File: src/rtl/weight_dma_nbank.sv
// weight_dma_nbank: streams conv then FC weights from a linear source
// into one conv bank and NB word-interleaved FC banks.
module weight_dma_nbank #(
    parameter int DW  = 16,
    parameter int AW  = 16,
    parameter int NB  = 4,
    parameter int BAW = 11
) (
    input  logic           clk,
    input  logic           rst_n,
    input  logic           i_start,
    input  logic           i_abort,
    input  logic [AW-1:0]  i_src_base,
    input  logic [AW-1:0]  i_conv_len,
    input  logic [AW-1:0]  i_fc_len,
    output logic           o_src_rd,
    output logic [AW-1:0]  o_src_addr,
    input  logic [DW-1:0]  i_src_data,
    output logic           o_conv_we,
    output logic [NB-1:0]  o_fc_we,
    output logic [DW-1:0]  o_wdata,
    output logic [BAW-1:0] o_wr_addr,
    output logic           o_busy,
    output logic           o_conv_done,
    output logic           o_done,
    output logic           o_err
);

    localparam int LNB = $clog2(NB);
    localparam int unsigned DEPTH = 32'd1 << BAW;
    localparam logic [AW-1:0] ONE = AW'(1);

    typedef enum logic [2:0] {IDLE, CONV, FC, DRAIN, DONE} state_t;

    state_t        state;
    logic [AW-1:0] conv_len_q;
    logic [AW-1:0] fc_len_q;
    logic [AW-1:0] idx;
    logic          conv_wlast;
    logic          cfg_bad;
    logic          last_rd;
    logic [NB-1:0] fc_sel;

    assign o_wdata = i_src_data;

    always_comb begin
        cfg_bad = (32'(i_conv_len) > DEPTH) ||
                  (((32'(i_fc_len) + 32'(NB - 1)) >> LNB) > DEPTH);
        last_rd = 1'b0;
        if (state == CONV)
            last_rd = (idx == conv_len_q - ONE);
        else if (state == FC)
            last_rd = (idx == fc_len_q - ONE);
        fc_sel = '0;
        fc_sel[idx[LNB-1:0]] = 1'b1;
    end

    always_ff @(posedge clk or negedge rst_n) begin
        if (!rst_n) begin
            state       <= IDLE;
            conv_len_q  <= '0;
            fc_len_q    <= '0;
            idx         <= '0;
            conv_wlast  <= 1'b0;
            o_src_rd    <= 1'b0;
            o_src_addr  <= '0;
            o_conv_we   <= 1'b0;
            o_fc_we     <= '0;
            o_wr_addr   <= '0;
            o_busy      <= 1'b0;
            o_conv_done <= 1'b0;
            o_done      <= 1'b0;
            o_err       <= 1'b0;
        end else begin
            o_done    <= 1'b0;
            o_conv_we <= 1'b0;
            o_fc_we   <= '0;
            unique case (state)
                IDLE: begin
                    if (i_start && !i_abort) begin
                        conv_len_q  <= i_conv_len;
                        fc_len_q    <= i_fc_len;
                        o_src_addr  <= i_src_base;
                        idx         <= '0;
                        o_conv_done <= 1'b0;
                        o_err       <= cfg_bad;
                        if (!cfg_bad) begin
                            if (i_conv_len != '0) begin
                                state    <= CONV;
                                o_src_rd <= 1'b1;
                                o_busy   <= 1'b1;
                            end else begin
                                o_conv_done <= 1'b1;
                                if (i_fc_len != '0) begin
                                    state    <= FC;
                                    o_src_rd <= 1'b1;
                                    o_busy   <= 1'b1;
                                end else begin
                                    state  <= DONE;
                                    o_done <= 1'b1;
                                end
                            end
                        end
                    end
                end
                CONV, FC: begin
                    if (i_abort) begin
                        state    <= IDLE;
                        o_src_rd <= 1'b0;
                        o_busy   <= 1'b0;
                    end else begin
                        if (o_conv_we && conv_wlast)
                            o_conv_done <= 1'b1;
                        o_src_addr <= o_src_addr + ONE;
                        idx        <= idx + ONE;
                        // write side trails the read by one cycle
                        if (state == CONV) begin
                            o_conv_we  <= 1'b1;
                            o_wr_addr  <= BAW'(idx);
                            conv_wlast <= last_rd;
                        end else begin
                            o_fc_we   <= fc_sel;
                            o_wr_addr <= BAW'(idx >> LNB);
                        end
                        if (last_rd) begin
                            if (state == CONV && fc_len_q != '0) begin
                                state <= FC;
                                idx   <= '0;
                            end else begin
                                state    <= DRAIN;
                                o_src_rd <= 1'b0;
                            end
                        end
                    end
                end
                DRAIN: begin
                    o_busy <= 1'b0;
                    if (i_abort) begin
                        state <= IDLE;
                    end else begin
                        state  <= DONE;
                        o_done <= 1'b1;
                        if (o_conv_we && conv_wlast)
                            o_conv_done <= 1'b1;
                    end
                end
                DONE: state <= IDLE;
                default: state <= IDLE;
            endcase
        end
    end

endmodule

File: config.mk
export PLATFORM = sky130hd
export DESIGN_NAME = weight_dma_nbank
export DESIGN_NICKNAME = d
export VERILOG_FILES = /design/src/rtl/weight_dma_nbank.sv
export SDC_FILE = /design/constraint.sdc
export NUM_CORES = 1
export LEC_CHECK = 0
export CORE_ASPECT_RATIO = 0.7
export CORE_MARGIN = 3
export CORE_UTILIZATION = 52
export DETAILED_ROUTE_END_ITERATION = 16
export GPL_ROUTABILITY_DRIVEN = 1
export HOLD_SLACK_MARGIN = 0.15
export MAX_ROUTING_LAYER = met4
export PLACE_DENSITY = 0.92
export SYNTH_ARGS = -nofsm -noshare
export SYNTH_HDL_FRONTEND = slang
export SYNTH_SLANG_ARGS = --single-unit
File: constraint.sdc
create_clock -name clk -period 3.69 [get_ports clk]
set_input_delay 0.738 -clock clk [delete_from_list [all_inputs] [get_ports clk]]
set_output_delay 0.738 -clock clk [all_outputs]
set_load 0.03 [all_outputs]
After elaboration in Yosys (flattened, before gate mapping) --
Cells that the tools add are included.
Word-level totals: register bits 89, input port bits 68
Cells by class: add/subtract/negate cells 5, order comparisons 4, equality and inequality tests 14, multiplexer cells 50, bitwise gates (word level) 1, reduce and logical (&&, ||, !) cells 23
Operator list (count):
- 16-bit 2-to-1 mux | 6
- 16-bit case mux with 2 select lines | 2
- 16-bit nonzero test | 3
- 16-bit by 1-bit adder with 16-bit output, second input constant | 2
- 16-bit == test | 2
- 16-bit by 1-bit subtractor with 16-bit output, second input constant | 2
- 1-bit 2-to-1 mux | 25
- 3-bit 2-to-1 mux | 7
- 16-bit by 2-bit adder with 17-bit output, second input constant | 1
- 16-bit by 12-bit greater-than comparator with 1-bit output, second input constant | 1
- 15-bit by 12-bit greater-than comparator with 1-bit output, second input constant | 1
- 4-bit 2-to-1 mux | 3
- 11-bit 2-to-1 mux | 1
- 2-bit != test, second input constant | 5
- 3-bit != test, second input constant | 3
- 3-bit case mux with 3 select lines | 1
- 3-bit AND reduction | 3
- 3-bit by 2-bit == test with 1-bit output, second input constant | 2
- 1-bit case mux with 2 select lines | 3
- 6-bit AND reduction | 1
- 5-bit AND reduction | 1
- 1-bit logical AND | 4
- 2-bit AND reduction | 2
- 4-bit AND reduction | 1
- 14 further kinds | 15

Logic depth before layout (Yosys ltp) --
depth in word-level cells 7, depth in mapped cells 13, mapped depth without buffers 10

Worst setup path before layout --
OpenSTA, ideal clock, no wires.
kind register to register, from register conv_len_q[0], to register idx[13], data arrival time 3178 ps, data required time 3569 ps, setup slack 391 ps, cell stages (with the launch flop) 13, path buffers 3, cells stage by stage dfrtp_1 -> buf_6 -> inv_1 -> ha_1 -> or3b_2 -> or4_1 -> a2111oi_0 -> and4b_1 -> nor4b_4 -> a21oi_4 -> buf_6 -> buf_8 -> a22o_1
On the way: word-level cells in the longest chain between the ends 6
Ends and longest elaborated chain:
- from (decl) | line 36 | logic [AW-1:0] conv_len_q;
- from (signal assigned) | line 81 | conv_len_q <= i_conv_len;
- 16-bit by 1-bit subtractor with 16-bit output | line 51 | last_rd = (idx == conv_len_q - ONE);
- 16-bit == test | line 51
- 1-bit 2-to-1 mux | line 50 | if (state == CONV)
- 16-bit 2-to-1 mux | line 125 | if (last_rd) begin
- 16-bit 2-to-1 mux | line 107 | if (i_abort) begin
- 16-bit case mux with 2 select lines | line 78 | unique case (state)
- to (signal assigned) | line 115 | idx <= idx + ONE;
- to (decl) | line 38 | logic [AW-1:0] idx;
No other way between the ends. The select of a mux whose other input is x is not followed. A chain may end at the register's enable or synchronous reset.

Worst setup path in the final report --
from register conv_len_q[0], to register idx[15]
The elaborated chain is that of the path after synthesis.

==> impl_metrics.py <==
metrics = {
    "placement": {
        "dpl.hpwl_um": 11300,
        "place_ws_ps": 54.3,
        "place.gp.congestion": 1.01,
        "portBuffers": 88,
        "placed_cell_area_um2": 6460,
    },
    "clock_network": {
        "clock_sinks": 89,
        "cts_buffers": 9,
        "clk_path_buf_depth": 2,
        "htree_levels": 3,
        "cts_tree": "done",
        "clkLatencyLatePin_ps": 350,
        "cts.clk_slew.worst_paths_ps": 70,
        "root_buffer": "clkbuf_16",
    },
    "routing": {
        "wl_per_cell_um": 19.1,
        "drtIter0Drc": 601,
        "routed_wl_um": 15700,
        "ant_nets": 0,
        "first_pass_iters": 7,
        "vias": 5314,
        "drc": 0,
        "vias_per_cell": 6.45,
    },
    "synthesis": {
        "avgSynthCellArea_um2": 8.86,
        "syn_nets": 715,
        "synth_top_area_share": 0.393,
        "synth-edff-count": 0,
        "seq_area_frac_synth": 0.393,
        "syn-cell-area_um2": 5660,
        "synth_warnings": 0,
        "yosys.area.top_type": "dfrtp_1",
        "async_flop_share": 1.00,
        "ys_types": 63,
        "netlist_instances": 639,
        "synthFlopType": "dfrtp_1",
        "yosys-top-cells-area": "dfrtp_1 (39%), mux2_2 (6.8%), nor2_1 (3.8%)",
        "ys_seq_elements": 89,
    },
    "pwr": {
        "p_seq_frac": 0.342,
        "leakagePower_nw": 2.70,
        "comb_power_share": 0.451,
        "switching_share": 0.422,
        "irDropWorstVdd_mv": 0.443,
        "p_clk_frac": 0.207,
        "switching_power_w": 0.00232,
        "p_per_area_nw_per_um2": 801,
        "p_int_w": 0.00318,
    },
    "global_routing": {
        "grt_pass1_wl_um": 25300,
        "grtUsageTotal": 0.268,
        "grt_pass1_vias": 5029,
        "antenna_found_initial": 0,
        "grt-ovfl-total": 0,
        "grt_start_max_net_pins": 56,
    },
    "cells_and_area": {
        "fin_area_um2": 6860,
        "drive_gt1_frac": 0.116,
        "diodes": 0,
        "area_growth_pct": 21.2,
        "layout.nets": 764,
    },
    "timing": {
        "relSlewSlack": 0.322,
        "fmax_ghz": 0.280,
        "setup_violations": 0,
        "hold_violations": 0,
        "fin_crit_ps": 3570,
        "clock_skew_ps": 6.53,
        "drv_slew": 0,
        "fin_crit_sh": 0.966,
        "layout_setup_ws_ps": 124,
        "worst_pin_slew_ps": 1010,
    },
    "worst_setup_path": {
        "required_ps": 3920,
        "ff2ff_setup_slack_ps": 120,
        "slowest_delay_ps": 520,
        "cpMaxStageDelayCell": "or3b_2",
        "crit_family": "simple AND/OR/NAND/NOR gates",
        "crit_type": "reg -> reg",
        "r2r_cells": 10,
        "setup.worst_path.end_class": "register",
        "cp.arrival_ps": 3800,
        "path_max_fanout": 14,
        "path_cells": "inv_1 > ha_2 > or3b_2 > or4_1 > a2111oi_2 > and4b_1 > nor4b_4 > a21oi_4 > and3_1 > a221o_1",
        "cp.depth": 10,
        "path_buf_inv": 1,
        "startpoint_type": "register",
    },
    "floorplan": {
        "start_util": 0.541,
        "placementRows": 31,
        "fp.dieW_um": 131,
        "die_area_um2": 12200,
        "core_area_um2": 10500,
        "ios": 121,
        "die_h_um": 93.3,
    },
    "status": {
        "status": "completed",
    },
    "hold_path": {
        "hp-class": "in -> async",
    },
    "flow_run": {
        "maxCapViolations": 0,
    },
}
-- Yosys cell counts (5+ instances only) --
cell type  number
a211oi_1        6
a21oi_1        42
a31oi_1        27
and3_1         18
buf_4          16
clkbuf_1       40
dfrtp_1        89
ha_1            8
inv_1          14
mux2_2         34
mux2i_1         5
nand2_1        53
nand3_1        25
nand4_1         8
nor2_1         58
nor3_1         18
nor4_1         12
o21ai_0        27
o22ai_1        10
o31ai_1         5
or2b_1          8
or3_1          11
or4_1           8
xnor2_1        23
xor2_1         11
-- flip-flops by register name (all words and copies together), names as in the netlist, 3 cells and up --
name / count
conv_len_q: 16
fc_len_q: 16
idx: 16
o_src_addr: 16
o_wr_addr: 11
o_fc_we: 4
state: 3
-- cells in the final DEF, fill, tap and decap left out, types with 12 or more instances in the layout --
master / n
nor3_1: 18
and3_1: 18
nor2_1: 58
clkdlybuf4s50_1: 87
a21oi_1: 41
buf_4: 12
nand2_1: 53
o21ai_0: 27
dfrtp_1: 88
xnor2_1: 23
a31oi_1: 26
mux2_2: 34
inv_1: 14
nand3_1: 25
-- per-layer routing --
layer,GRT usage,wire length [um],share of wire
met5,-,0,0
met4,0.0916,340,0.022
met3,0.0502,1420,0.090
met2,0.398,7280,0.46
met1,0.372,6680,0.42
-- stage by stage --
step                hold WS (ps)   util  total power [W]  std cells  TNS, ps
floorplan                    442      -          0.00347        639        0
global placement             468  0.617          0.00415        808        0
detailed placement           470  0.617          0.00427        808        0
CTS                          463  0.652          0.00543        823        0
global route                 505  0.655          0.00579        824    -2.23
finish                       442  0.655          0.00550        824        0
-- worst register-to-register path, delay by kind of cell (launching register included) --
family          cells  cell delay [ps]
flops               1              470
buf+inv             1               80
simple gates        5             1830
fa+ha+maj           1              240
compound gates      3              820
-- power by group through the flow --
stage	clock, W	combinational [W]	sequential [W]
final	0.00114	0.00248	0.00188
after detailed placement	0	0.00240	0.00187
after floorplan	0	0.00146	0.00201
after global placement	0	0.00231	0.00184
after global routing	0.00118	0.00268	0.00193
after CTS	0.00115	0.00243	0.00185
-- cell families (layout without fill, tap and decap cells) --
group | after synthesis | count (layout) | synth area share
multiplexers | 39 | 39 | 0.0764
AND/OR/NAND/NOR | 249 | 249 | 0.231
buffers and inverters | 76 | 128 | 0.0674
XOR/XNOR | 34 | 34 | 0.0526
adder cells (fa/ha/maj) | 8 | 8 | 0.0177
AO/OA/AOI/OAI | 144 | 145 | 0.161
flip-flops | 89 | 89 | 0.393
-- layout make-up --
| cell class | count | area, um^2 |
|---|---|---|
| flip-flops and latches | 89 | 2230 |
| clock buffers | 10 | 239 |
| clock inverters | 5 | 128 |
| inverters | 14 | 52.6 |
| repair buffers | 99 | 961 |
| multi-input cells | 475 | 3090 |
| fillers | 822 | 3610 |
| well taps | 132 | 165 |
-- worst paths after layout --
kind                                           startpoint                   endpoint
min in group clk                        o_err$_DFFE_PN0P_          o_err$_DFFE_PN0P_
worst min-delay path                                rst_n           o_done$_DFF_PN0_
max in group asynchronous                           rst_n  conv_len_q[0]$_DFFE_PN0P_
worst max register to register  conv_len_q[0]$_DFFE_PN0P_        idx[15]$_DFFE_PN0P_
worst max-delay path            conv_len_q[0]$_DFFE_PN0P_        idx[15]$_DFFE_PN0P_
worst min register to register          o_err$_DFFE_PN0P_          o_err$_DFFE_PN0P_
-- repair_timing --
action / CTS / global route
setup buffers: 0 / 0
resized for setup: 0 / 6
setup endpoints to repair: 0 / 12
hold buffers: 0 / 0
Note: power is estimated with default switching activity, not from simulation.
